**src/rtl/alu_pkg.sv**
```systemverilog
`default_nettype none
// ============================================================================
//  alu_pkg : op encodings, flag bit positions and MUL FSM states for alu_seq
//  Revision: 1.0
// ============================================================================
package alu_pkg;

   localparam logic [2:0] OP_SHL = 3'b000;
   localparam logic [2:0] OP_ADD = 3'b001;
   localparam logic [2:0] OP_SHR = 3'b010;
   localparam logic [2:0] OP_SUB = 3'b011;
   localparam logic [2:0] OP_MUL = 3'b100;
   localparam logic [2:0] OP_AND = 3'b101;
   localparam logic [2:0] OP_OR  = 3'b110;
   localparam logic [2:0] OP_XOR = 3'b111;

   localparam int FLG_C = 3;
   localparam int FLG_N = 2;
   localparam int FLG_V = 1;
   localparam int FLG_Z = 0;

   typedef enum logic [1:0] {
      ST_IDLE    = 2'd0,
      ST_MUL_RUN = 2'd1,
      ST_MUL_WB  = 2'd2
   } state_e;

endpackage
`default_nettype wire

```
**src/rtl/alu_mul_seq.sv**
```systemverilog
`default_nettype none
// ============================================================================
//  alu_mul_seq : shift-add multiplier, one multiplier bit per step, LSB first
//  Revision: 1.0
// ============================================================================
module alu_mul_seq #(
   parameter int WIDTH = 8,
   parameter int CNT_W = $clog2(WIDTH)
) (
   input  logic                 clk,
   input  logic                 reset,
   input  logic                 start_i,
   input  logic                 step_i,
   input  logic [WIDTH-1:0]     a_i,
   input  logic [WIDTH-1:0]     b_i,
   output logic                 last_o,
   output logic [2*WIDTH-1:0]   product_o
);

   logic [2*WIDTH-1:0] mcand_q;
   logic [2*WIDTH-1:0] acc_q;
   logic [WIDTH-1:0]   mplier_q;
   logic [CNT_W-1:0]   cnt_q;

   always_ff @(posedge clk or posedge reset) begin
      if (reset) begin
         mcand_q  <= '0;
         acc_q    <= '0;
         mplier_q <= '0;
         cnt_q    <= '0;
      end else if (start_i) begin
         mcand_q  <= {{WIDTH{1'b0}}, a_i};
         acc_q    <= '0;
         mplier_q <= b_i;
         cnt_q    <= CNT_W'(WIDTH - 1);
      end else if (step_i) begin
         if (mplier_q[0]) begin
            acc_q <= acc_q + mcand_q;
         end
         mcand_q  <= {mcand_q[2*WIDTH-2:0], 1'b0};
         mplier_q <= {1'b0, mplier_q[WIDTH-1:1]};
         if (cnt_q != '0) begin
            cnt_q <= cnt_q - CNT_W'(1);
         end
      end
   end

   // The step taken while the counter reads zero consumes the final multiplier bit.
   assign last_o    = (cnt_q == '0);
   assign product_o = acc_q;

endmodule
`default_nettype wire

```
**src/rtl/alu_seq.sv**
```systemverilog
`default_nettype none
// ============================================================================
//  alu_seq : registered ALU with valid/ready on both sides and {C,N,V,Z} flags.
//  Define ALU_MUL_EN for the multi-cycle shift-add MUL.   Revision: 1.0
// ============================================================================
module alu_seq
   import alu_pkg::*;
#(
   parameter int WIDTH = 8,
   parameter int CNT_W = $clog2(WIDTH)
) (
   input  logic             clk,
   input  logic             reset,
   input  logic             in_valid,
   output logic             in_ready,
   input  logic [2:0]       alu_op,
   input  logic [WIDTH-1:0] alu_in_one,
   input  logic [WIDTH-1:0] alu_in_two,
   output logic             out_valid,
   input  logic             out_ready,
   output logic [WIDTH-1:0] alu_result,
   output logic [3:0]       alu_flags,
   output logic             busy
);

   if (WIDTH < 4 || WIDTH > 32 || CNT_W != $clog2(WIDTH)) begin : g_param_check
      $error("alu_seq: WIDTH must be 4..32 and CNT_W left at its default");
   end

   logic             out_valid_q;
   logic [WIDTH-1:0] result_q;
   logic [3:0]       flags_q;
   logic             out_free;
   logic             in_fire;
   logic [WIDTH:0]   add_w;
   logic [WIDTH:0]   sub_w;
   logic [WIDTH-1:0] res_d;
   logic [3:0]       flg_d;

   assign out_free = !out_valid_q || out_ready;
   assign in_fire  = in_valid && in_ready;
   assign add_w    = {1'b0, alu_in_one} + {1'b0, alu_in_two};
   assign sub_w    = {1'b0, alu_in_one} + {1'b0, ~alu_in_two} + (WIDTH+1)'(1);

   always_comb begin
      res_d = '0;
      flg_d = '0;
      case (alu_op)
         OP_SHL: begin
            res_d        = {alu_in_one[WIDTH-2:0], 1'b0};
            flg_d[FLG_C] = alu_in_one[WIDTH-1];
         end
         OP_ADD: begin
            res_d        = add_w[WIDTH-1:0];
            flg_d[FLG_C] = add_w[WIDTH];
            flg_d[FLG_V] = (alu_in_one[WIDTH-1] == alu_in_two[WIDTH-1]) &&
                           (add_w[WIDTH-1] != alu_in_one[WIDTH-1]);
         end
         OP_SHR: begin
            res_d        = {1'b0, alu_in_one[WIDTH-1:1]};
            flg_d[FLG_C] = alu_in_one[0];
         end
         OP_SUB: begin
            res_d        = sub_w[WIDTH-1:0];
            flg_d[FLG_C] = sub_w[WIDTH];
            flg_d[FLG_V] = (alu_in_one[WIDTH-1] != alu_in_two[WIDTH-1]) &&
                           (sub_w[WIDTH-1] != alu_in_one[WIDTH-1]);
         end
         OP_MUL: res_d = '0;
         OP_AND: res_d = alu_in_one & alu_in_two;
         OP_OR:  res_d = alu_in_one | alu_in_two;
         OP_XOR: res_d = alu_in_one ^ alu_in_two;
         default: res_d = '0;
      endcase
      flg_d[FLG_N] = res_d[WIDTH-1];
      flg_d[FLG_Z] = (res_d == '0);
   end

`ifdef ALU_MUL_EN
   state_e             state_q;
   logic               busy_q;
   logic               is_mul;
   logic               mul_last;
   logic [2*WIDTH-1:0] mul_prod;
   logic [3:0]         mul_flg;

   assign is_mul   = (alu_op == OP_MUL);
   assign in_ready = !reset && (state_q == ST_IDLE) && out_free;
   assign busy     = busy_q;

   alu_mul_seq #(
      .WIDTH (WIDTH),
      .CNT_W (CNT_W)
   ) u_mul (
      .clk       (clk),
      .reset     (reset),
      .start_i   (in_fire && is_mul),
      .step_i    (state_q == ST_MUL_RUN),
      .a_i       (alu_in_one),
      .b_i       (alu_in_two),
      .last_o    (mul_last),
      .product_o (mul_prod)
   );

   always_comb begin
      mul_flg        = '0;
      mul_flg[FLG_C] = |mul_prod[2*WIDTH-1:WIDTH];
      mul_flg[FLG_N] = mul_prod[WIDTH-1];
      mul_flg[FLG_Z] = (mul_prod[WIDTH-1:0] == '0);
   end

   always_ff @(posedge clk or posedge reset) begin
      if (reset) begin
         state_q     <= ST_IDLE;
         busy_q      <= 1'b0;
         out_valid_q <= 1'b0;
         result_q    <= '0;
         flags_q     <= '0;
      end else begin
         case (state_q)
            ST_IDLE: begin
               if (in_fire && is_mul) begin
                  state_q <= ST_MUL_RUN;
                  busy_q  <= 1'b1;
               end
            end
            ST_MUL_RUN: begin
               if (mul_last) begin
                  state_q <= ST_MUL_WB;
               end
            end
            ST_MUL_WB: begin
               if (out_free) begin
                  state_q <= ST_IDLE;
                  busy_q  <= 1'b0;
               end
            end
            default: begin
               state_q <= ST_IDLE;
               busy_q  <= 1'b0;
            end
         endcase
         // Accepts only happen in IDLE, so these loads never collide.
         if (in_fire && !is_mul) begin
            out_valid_q <= 1'b1;
            result_q    <= res_d;
            flags_q     <= flg_d;
         end else if (state_q == ST_MUL_WB && out_free) begin
            out_valid_q <= 1'b1;
            result_q    <= mul_prod[WIDTH-1:0];
            flags_q     <= mul_flg;
         end else if (out_valid_q && out_ready) begin
            out_valid_q <= 1'b0;
         end
      end
   end
`else
   assign in_ready = !reset && out_free;
   assign busy     = 1'b0;

   always_ff @(posedge clk or posedge reset) begin
      if (reset) begin
         out_valid_q <= 1'b0;
         result_q    <= '0;
         flags_q     <= '0;
      end else if (in_fire) begin
         out_valid_q <= 1'b1;
         result_q    <= res_d;
         flags_q     <= flg_d;
      end else if (out_valid_q && out_ready) begin
         out_valid_q <= 1'b0;
      end
   end
`endif

   assign out_valid  = out_valid_q;
   assign alu_result = result_q;
   assign alu_flags  = flags_q;

endmodule
`default_nettype wire
```
**config.mk**
```make
export PLATFORM = sky130hd
export DESIGN_NAME = alu_seq
export DESIGN_NICKNAME = d
export VERILOG_FILES = /design/src/rtl/alu_pkg.sv /design/src/rtl/alu_mul_seq.sv /design/src/rtl/alu_seq.sv
export SDC_FILE = /design/constraint.sdc
export NUM_CORES = 1
export LEC_CHECK = 0
export CAP_MARGIN = 10
export CORE_ASPECT_RATIO = 1.1
export CORE_MARGIN = 3
export CORE_UTILIZATION = 50
export CTS_BUF_LIST = sky130_fd_sc_hd__clkbuf_4 sky130_fd_sc_hd__clkbuf_8 sky130_fd_sc_hd__clkbuf_16
export DETAILED_ROUTE_END_ITERATION = 12
export PLACE_DENSITY = 0.78
export REMOVE_ABC_BUFFERS = 1
export SLEW_MARGIN = 10
export SYNTH_ARGS = -nofsm -noshare
export SYNTH_HDL_FRONTEND = slang
export SYNTH_SLANG_ARGS = --single-unit
export TNS_END_PERCENT = 30
```
**constraint.sdc**
```tcl
create_clock -name clk -period 2.4 [get_ports clk]
set_input_delay 0.48 -clock clk [delete_from_list [all_inputs] [get_ports clk]]
set_output_delay 0.48 -clock clk [all_outputs]
set_load 0.03 [all_outputs]
```
==> results.sh, run 1 <==
export IMPL_pin_count=38
export IMPL_critPathCaptureType="flip-flop"
export IMPL_finalSetupTns_ns=-0.0870
export IMPL_drc=0
export IMPL_max_freq_ghz=0.407
export IMPL_cts_tree="yes"
export IMPL_status="complete, but fails checks"
export IMPL_violations="setup timing"
export IMPL_synth_cell_types=60
export IMPL_grt_pass1_wl_mm=12.0
export IMPL_num_fill_cells=165
export IMPL_cp_depth=11
export IMPL_synthArstFlopShare=1.00
export IMPL_port_buffers=36
export IMPL_vias_per_cell=6.05
export IMPL_cp_required_ns=2.57
export IMPL_wl_per_cell_um=18.3
export IMPL_reg2reg_to="alu_flags[0]$_DFFE_PP0P_"
export IMPL_n_antenna_cell=0
export IMPL_synth_flop_cell="dfrtp_1"
export IMPL_cp_cell_sequence="buf_8 -> inv_4 -> ha_4 -> fa_2 -> o21ba_4 -> or4_1 -> o21a_2 -> a31oi_1 -> o211ai_1 -> o211a_1 -> o41ai_4"
export IMPL_setup_ws_ns=-0.0570
export IMPL_num_rows=22
export IMPL_drive_gt1_frac=0.371
export IMPL_drt_pass1_iter_count=5
export IMPL_ff_latch_area_um2=300
export IMPL_synth_area_leader_cell="ha_1"
export IMPL_fin_crit_sh=1.02
export IMPL_period_needed_ns=2.46
export IMPL_clockRootBuffer="clkbuf_4"
export IMPL_ir_worst_vdd_mv=0.429
export IMPL_pwr_share_clk=0.111
export IMPL_swShare=0.426
export IMPL_critical_path_class="input pin to flip-flop"
export IMPL_multi_input_area_um2=1550
export IMPL_cts_buffers=3
export IMPL_crit_fanout=3
export IMPL_arrival_ns=2.63
export IMPL_finalClockSkew_ns=0.0102
export IMPL_drv_slew=0
export IMPL_grt_pass1_vias=2559
export IMPL_rr_worst_depth=7
export IMPL_place_gp_congestion=0.907
export IMPL_leakagePower_nw=1.47
export IMPL_routed_wl_mm=7.40
export IMPL_hpwlAfterDp_mm=4.98
export IMPL_cp_slowest_cell="or4_1"
export IMPL_vias=2446
export IMPL_antenna_found_initial=0
export IMPL_netlist_area_um2=1860
export IMPL_synth_top_area_frac=0.168
export IMPL_coreArea_um2=3440
export IMPL_hp_class="input pin to asynchronous set/reset pin"
export IMPL_r2r_start="out_valid$_DFFE_PP0P_"
export IMPL_p_sw_w=0.000490
export IMPL_synth_seq_area_share=0.162
export IMPL_clk_pin_slew_ns=0.08
export IMPL_yosys_top_cells_area="ha_1 (17%), dfrtp_1 (16%), nand2_1 (5.9%)"
export IMPL_areaGrowthSynthToFinish_pct=63.4
export IMPL_r2r_setup_slack_ns=0.80
export IMPL_synth_seq_cells=12
export IMPL_die_area_um2=4480
export IMPL_final_cell_mix="buf_4 (81), nand2_1 (29), clkdlybuf4s50_1 (22), ha_1 (17), a21oi_1 (16)"
export IMPL_setup_violations_final=2
export IMPL_crit_family="compound AO/OA/AOI/OAI gates"
export IMPL_synthCells=249
export IMPL_dpl_worst_slack_ns=-0.870
export IMPL_crit_path_max_incr_delay_ns=0.41
export IMPL_drt_first_iter_violations=216
export IMPL_critical_path_buf_inv_count=2
export IMPL_seq_power_share=0.232
export IMPL_rsz0062_at_grt="true"
export IMPL_grt_start_max_net_pins=13
export IMPL_yosysWarnings=0
export IMPL_antenna_left=0
export IMPL_track_usage=0.335
export IMPL_internal_power_w=0.000659
export IMPL_fin_nets=408
export IMPL_cts_max_level=1
export IMPL_final_hold_violation_count=0
export IMPL_cts_sinks=12
export IMPL_dieWidth_um=64.1
export IMPL_syn_avg_cell_area_um2=7.46
export IMPL_start_kind="input pin"
export IMPL_grt_ovfl_total=0
export IMPL_combPwrFrac=0.656
export IMPL_powerDensity_nw_per_um2=378
export IMPL_synth_edff_count=0
export IMPL_cap_violations=0
export IMPL_mostFrequentLayoutCell="buf_4"
export IMPL_initial_core_util=0.540
export IMPL_clock_latency_ns=0.28
export IMPL_p_total_w=0.00115
export IMPL_die_y_um=69.9
export IMPL_clockBufferDepth=2
## power groups by stage
stage          combinational, W  sequential (W)  clock (W)
6_report               0.000754        0.000267   0.000128
5_1_grt                0.000803        0.000269   0.000138
4_1_cts                0.000712        0.000264   0.000126
3_5_place_dp           0.000663        0.000267          0
3_3_place_gp           0.000646        0.000264          0
2_1_floorplan          0.000240        0.000352          0
## cell families after synthesis
family / after synthesis / synth area share
AO/OA/AOI/OAI: 86 / 0.320
flip-flops: 12 / 0.162
buffers and inverters: 41 / 0.0963
AND/OR/NAND/NOR: 78 / 0.207
other: 1 / 0.00202
adder cells (fa/ha/maj): 27 / 0.190
multiplexers: 4 / 0.0236
## registers in the layout (all words and copies together) (netlist names)
register / flops
out_valid: 1
alu_flags: 4
alu_result: 7
## how the worst max path moves through the flow
stage,from,end,slack (ns)
detailed placement,alu_in_one[0],alu_flags[0]$_DFFE_PP0P_,-0.87
CTS,alu_in_two[0],alu_flags[0]$_DFFE_PP0P_,-0.003
floorplan,alu_in_one[0],alu_result[6]$_DFFE_PP0P_,-0.18
finish,alu_in_one[0],alu_flags[0]$_DFFE_PP0P_,-0.06
global route,alu_in_one[0],alu_flags[0]$_DFFE_PP0P_,-0.12
global placement,alu_in_one[0],alu_result[6]$_DFFE_PP0P_,-0.75
## through the flow
step                      cell area [um^2]  cells  hold WS, ns   util
after floorplan                       1770    233        0.363      -
after global placement                2770    394        0.462  0.805
after detailed placement              2770    394        0.471  0.805
after CTS                             2990    404        0.415  0.869
after global routing                  3040    404        0.426  0.883
final                                 3040    404        0.410  0.883
## cell type report
cell class | instances | share of cell area
clock buffer | 3 | 0.00742
sequential | 12 | 0.0989
multi-input combinational | 196 | 0.510
timing repair buffer | 120 | 0.333
tap | 48 | 0.0198
inverter | 25 | 0.0317
## layer usage
metal,track usage,routed length (um),vias up,share of wire
met5,0,0,-,0
met4,0.204,404,0,0.055
met1,0.375,2690,1132,0.36
li1,-,-,1108,-
met2,0.577,3830,159,0.52
met3,0.0627,488,47,0.066
## timing repair
| action | 4_1_cts | 5_1_grt |
|---|---|---|
| gates cloned | 0 | 0 |
| hold buffers | 0 | 0 |
| setup buffers | 7 | 0 |
| pin swaps | 19 | 5 |
| resized for setup | 64 | 16 |
| setup endpoints to repair | 9 | 6 |
## synthesized netlist by cell type (all sizes together), types with 3 or more instances
cell / count
nand2: 29
ha: 25
inv: 25
o21ai: 18
a21oi: 17
buf: 12
dfrtp: 12
nor2: 12
nand3: 7
and3: 5
nand2b: 5
nor2b: 5
nor3: 5
o22ai: 5
a21o: 4
clkbuf: 4
o211ai: 4
o21a: 4
a31oi: 3
mux2: 3
Power figures use the tool's default switching activity.
==> run 2: changes to the inputs <==
--- a/config.mk
+++ b/config.mk
@@ -19,2 +19 @@
 export SYNTH_SLANG_ARGS = --single-unit
-export TNS_END_PERCENT = 30
==> constraint.sdc (replaced) <==
create_clock -name clk -period 2.4 [get_ports clk]
set_input_delay 0.36 -clock clk [delete_from_list [all_inputs] [get_ports clk]]
set_output_delay 0.36 -clock clk [all_outputs]
set_load 0.03 [all_outputs]
==> run 2 against run 1 <==
  * Largest power group unchanged
  * The run now ends clean
  * Non-clock buffer count is 13 lower
  * Sequential cell count unchanged
  * Core utilization fell by 3.5 points
  * Wire length decreased by 13%
  * Total power down 0.27%
==> results.sh, run 2 (synthesis results as in run 1) <==
export IMPL_cts_sinks=12
export IMPL_pwr_share_clk=0.146
export IMPL_clockRootBuffer="clkbuf_4"
export IMPL_p_sw_w=0.000470
export IMPL_clockBufferDepth=2
export IMPL_fin_crit_sh=0.975
export IMPL_mostFrequentLayoutCell="buf_4"
export IMPL_drc=0
export IMPL_drive_gt1_frac=0.328
export IMPL_max_freq_ghz=0.427
export IMPL_critPathCaptureType="flip-flop"
export IMPL_largest_reg_flops=7
export IMPL_r2r_start="out_valid$_DFFE_PP0P_"
export IMPL_seq_power_share=0.232
export IMPL_n_antenna_cell=0
export IMPL_rsz0062_at_grt="true"
export IMPL_antenna_left=0
export IMPL_internal_power_w=0.000675
export IMPL_vias=2291
export IMPL_grt_pass1_vias=2222
export IMPL_placed_area_um2=2690
export IMPL_initial_core_util=0.540
export IMPL_tightest_slew_ns=0.535
export IMPL_cap_violations=0
export IMPL_routed_wl_mm=6.43
export IMPL_vias_per_cell=5.84
export IMPL_num_rows=22
export IMPL_critical_path_class="input pin to flip-flop"
export IMPL_areaGrowthSynthToFinish_pct=57.0
export IMPL_powerDensity_nw_per_um2=393
export IMPL_pin_count=38
export IMPL_die_y_um=69.9
export IMPL_cts_max_level=1
export IMPL_fin_nets=395
export IMPL_place_gp_congestion=0.899
export IMPL_status="finished, final reports clean"
export IMPL_setup_ws_ns=0.0591
export IMPL_cts_buffers=3
export IMPL_die_area_um2=4480
export IMPL_coreArea_um2=3440
export IMPL_drv_slew=0
export IMPL_clock_latency_ns=0.28
export IMPL_final_cell_mix="buf_4 (70), nand2_1 (29), clkdlybuf4s50_1 (26), ha_1 (18), inv_1 (17)"
export IMPL_drt_pass1_iter_count=5
export IMPL_hpwlAfterDp_mm=4.68
export IMPL_final_hold_violation_count=0
export IMPL_startpoint="alu_in_two[0]"
export IMPL_relSlewSlack=0.643
export IMPL_dpl_worst_slack_ns=-0.698
export IMPL_dieWidth_um=64.1
export IMPL_combPwrFrac=0.622
export IMPL_fin_area_um2=2920
export IMPL_cts_tree="yes"
export IMPL_finalCoreUtilization=0.848
export IMPL_period_needed_ns=2.34
export IMPL_dpl_cell_count=383
export IMPL_wl_per_cell_um=16.4
export IMPL_leakagePower_nw=1.39
export IMPL_ir_worst_vdd_mv=0.572
export IMPL_drt_first_iter_violations=203
export IMPL_grt_pass1_wl_mm=10.2
export IMPL_track_usage=0.277
export IMPL_layout_cells_non_filler=392
export IMPL_port_buffers=36
export IMPL_clk_pin_slew_ns=0.09
export IMPL_swShare=0.410
export IMPL_grt_start_max_net_pins=15
export IMPL_antenna_found_initial=0
export IMPL_crit_fanout=3
export IMPL_cp_required_ns=2.57
export IMPL_setup_violations_final=0
export IMPL_arrival_ns=2.51
export IMPL_start_kind="input pin"
export IMPL_p_total_w=0.00115
export IMPL_hp_class="input pin to asynchronous set/reset pin"
export IMPL_grt_ovfl_total=0
export IMPL_finalClockSkew_ns=0.00692
-- run 2: power groups by stage --
| stage | clock [W] | combinational (W) | sequential (W) |
|---|---|---|---|
| after CTS | 0.000168 | 0.000672 | 0.000263 |
| after floorplan | 0 | 0.000240 | 0.000352 |
| final | 0.000168 | 0.000712 | 0.000265 |
| after global routing | 0.000185 | 0.000762 | 0.000270 |
| after detailed placement | 0 | 0.000646 | 0.000265 |
| after global placement | 0 | 0.000634 | 0.000264 |
-- run 2: what timing repair did --
action	4_1_cts	5_1_grt
gates resized for setup	31	33
endpoints found under the setup margin	6	5
hold buffers	0	0
setup buffers	2	3
pin swaps	5	9
-- run 2: path summary, 6_finish.rpt --
path | endpoint | slack [ns] | cells past startpoint
min reg2reg | alu_flags[3]$_DFFE_PP0P_ | 0.49 | 1
min | alu_result[6]$_DFFE_PP0P_ | 0.40 | 3
max in group asynchronous | alu_flags[3]$_DFFE_PP0P_ | 1.82 | 3
max | alu_result[6]$_DFFE_PP0P_ | 0.06 | 10
max reg2reg | alu_flags[0]$_DFFE_PP0P_ | 0.84 | 7
min in group clk | alu_flags[3]$_DFFE_PP0P_ | 0.49 | 1
-- run 2: per-layer routing --
layer  up-vias  track usage  wire length (um)
li1       1078            -                 -
met5         -            0                 0
met4         0       0.0869               231
met2       111        0.491              3370
met3        30       0.0370               402
met1      1072        0.344              2430
-- run 2: critical path: stages --
cell and delay, ns:
buf_6 0.11, ha_4 0.15, fa_2 0.35, o21ba_4 0.20
or4_1 0.50, o21a_2 0.15, a31oi_1 0.16, o211ai_1 0.11
o211a_1 0.15, mux2_4 0.26
-- run 2: final cells by class --
| cell class | count | area, um^2 |
|---|---|---|
| multi-input combinational | 196 | 1520 |
| timing repair buffer | 107 | 897 |
| fill | 207 | 524 |
| sequential | 12 | 300 |
| inverter | 25 | 98.8 |
| tap | 48 | 60.1 |
| clock buffer | 4 | 36.3 |
-- run 2: through the flow --
step,TNS (ns),hold WS (ns)
2_1_floorplan,-0.0864,0.243
3_3_place_gp,-3.51,0.461
3_5_place_dp,-3.95,0.466
4_1_cts,0,0.398
5_1_grt,-0.00545,0.445
6_report,0,0.405
==> run 3: changes to the inputs <==
- CORE_UTILIZATION: 50 -> 56
- PLACE_DENSITY: 0.78 -> 0.86
==> run 3 against run 2 <==
  * The run now ends with setup timing left
  * Hold slack worse by 0.018 ns
  * Sequential power hardly changed
  * Non-clock buffer count is 3 lower
  * Count of clock-buffer cells in the layout stayed put
  * Sequential cell count stayed put
  * Critical path type unchanged
==> results.sh, run 3 (synthesis results as in run 1) <==
export IMPL_r2r_setup_slack_ns=0.75
export IMPL_pin_count=38
export IMPL_hpwlAfterDp_mm=4.76
export IMPL_tightest_slew_ns=0.501
export IMPL_initial_core_util=0.599
export IMPL_die_area_um2=4050
export IMPL_leakagePower_nw=1.38
export IMPL_final_cell_mix="buf_4 (67), nand2_1 (29), clkdlybuf4s50_1 (26), ha_1 (18), inv_1 (17)"
export IMPL_setup_violations_final=2
export IMPL_vias_per_cell=6.81
export IMPL_cap_violations=0
export IMPL_areaGrowthSynthToFinish_pct=54.7
export IMPL_hold_ws_ns=0.386
export IMPL_cp_required_ns=2.63
export IMPL_hp_class="input pin to asynchronous set/reset pin"
export IMPL_period_needed_ns=2.60
export IMPL_clockRootBuffer="clkbuf_4"
export IMPL_startpoint="alu_op[2]"
export IMPL_status="complete, but fails checks"
export IMPL_p_sw_w=0.000519
export IMPL_num_rows=21
export IMPL_track_usage=0.364
export IMPL_setup_ws_ns=-0.199
export IMPL_fin_nets=392
export IMPL_clk_pin_slew_ns=0.09
export IMPL_rsz0062_at_grt="true"
export IMPL_routed_wl_mm=8.10
export IMPL_fin_crit_sh=1.08
export IMPL_cts_sinks=12
export IMPL_finalClockSkew_ns=0.000538
export IMPL_grt_ovfl_total=0
export IMPL_seq_power_share=0.225
export IMPL_reg2reg_to="alu_flags[0]$_DFFE_PP0P_"
export IMPL_ir_worst_vdd_mv=0.537
export IMPL_drt_pass1_iter_count=6
export IMPL_coreArea_um2=3100
export IMPL_grt_pass1_wl_mm=11.2
export IMPL_combPwrFrac=0.627
export IMPL_drt_first_iter_violations=296
export IMPL_crit_family="simple AND/OR/NAND/NOR gates"
export IMPL_final_hold_violation_count=0
export IMPL_cts_max_level=1
export IMPL_largest_reg_flops=7
export IMPL_cts_buffers=3
export IMPL_wl_per_cell_um=21.6
export IMPL_clock_latency_ns=0.29
export IMPL_antenna_found_initial=0
export IMPL_cts_tree="yes"
export IMPL_die_y_um=66.4
export IMPL_internal_power_w=0.000674
export IMPL_drive_gt1_frac=0.328
export IMPL_place_gp_congestion=0.985
export IMPL_max_freq_ghz=0.385
export IMPL_r2r_start="out_valid$_DFFE_PP0P_"
export IMPL_vias=2552
export IMPL_holdBufCountCts=0
export IMPL_grt_start_max_net_pins=15
export IMPL_clockBufferDepth=2
export IMPL_n_antenna_cell=0
export IMPL_start_kind="input pin"
export IMPL_critical_path_class="input pin to flip-flop"
export IMPL_pwr_share_clk=0.148
export IMPL_dieWidth_um=60.9
export IMPL_cp_cell_sequence="clkdlybuf4s50_1 -> nor2_1 -> nand2_1 -> nor2_1 -> nand2_1 -> a2bb2oi_2 -> buf_4 -> a31oi_1 -> a22o_1"
export IMPL_mostFrequentLayoutCell="buf_4"
export IMPL_violations="setup timing"
export IMPL_dpl_worst_slack_ns=-0.711
export IMPL_grt_pass1_vias=2426
export IMPL_critPathCaptureType="flip-flop"
export IMPL_arrival_ns=2.83
export IMPL_relSlewSlack=0.665
export IMPL_antenna_left=0
export IMPL_crit_fanout=9
export IMPL_powerDensity_nw_per_um2=415
export IMPL_critical_path_buf_inv_count=2
export IMPL_port_buffers=36
export IMPL_rr_worst_depth=7
export IMPL_cp_slowest_cell="clkdlybuf4s50_1"
export IMPL_crit_path_max_incr_delay_ns=0.65
export IMPL_drv_slew=0
export IMPL_drc=0
export IMPL_swShare=0.435
run 3: power by group through the flow:
stage               registers, W  logic (W)  clock network (W)
floorplan               0.000352   0.000240                  0
global placement        0.000264   0.000620                  0
detailed placement      0.000266   0.000641                  0
CTS                     0.000263   0.000672           0.000173
global route            0.000272   0.000786           0.000185
finish                  0.000268   0.000748           0.000177
run 3: timing repair:
item | 4_1_cts | 5_1_grt
gates cloned | 0 | 0
setup endpoints to repair | 6 | 6
gates resized for setup | 31 | 29
pin swaps | 4 | 14
buffers inserted | 2 | 5
run 3: worst max path at each step:
stage	cells past startpoint	slack [ns]	to
2_1_floorplan	10	-0.06	alu_result[6]$_DFFE_PP0P_
3_3_place_gp	11	-0.63	alu_result[6]$_DFFE_PP0P_
3_5_place_dp	11	-0.71	alu_result[6]$_DFFE_PP0P_
4_1_cts	11	0.002	alu_result[6]$_DFFE_PP0P_
5_1_grt	9	-0.19	alu_flags[1]$_DFFE_PP0P_
6_report	9	-0.20	alu_flags[1]$_DFFE_PP0P_
run 3: area by class of cell:
class,count,area (um^2)
Tap cell,34,42.5
Sequential cell,12,300
Clock buffer,4,36.3
Inverter,25,93.8
Multi-Input combinational cell,196,1510
Timing Repair Buffer,104,888
Fill cell,108,225
run 3: stage by stage:
| step | instance area [um^2] | util | std cells | setup TNS, ns | power [W] |
|---|---|---|---|---|---|
| 5_1_grt | 2880 | 0.927 | 375 | -0.321 | 0.00124 |
| 4_1_cts | 2780 | 0.897 | 370 | 0 | 0.00111 |
| 3_5_place_dp | 2650 | 0.854 | 364 | -4.28 | 0.000907 |
| 6_report | 2880 | 0.927 | 375 | -0.275 | 0.00119 |
| 2_1_floorplan | 1770 | - | 233 | -0.0864 | 0.000591 |
| 3_3_place_gp | 2650 | 0.854 | 364 | -3.55 | 0.000884 |
run 3: per-layer routing:
layer	part of all wire	vias up	track usage
li1	-	1072	-
met5	0	-	0
met1	0.36	1169	0.431
met3	0.091	80	0.0508
met4	0.072	0	0.154
met2	0.48	231	0.636
run 3: worst register-to-register path, cell delays in order (launching register included):
cell	delay, ns
dfrtp_1	0.39
nand2b_1	0.14
nand3_1	0.12
a21oi_1	0.16
nand2_1	0.13
nor3_2	0.16
nand3_1	0.13
o41ai_2	0.34
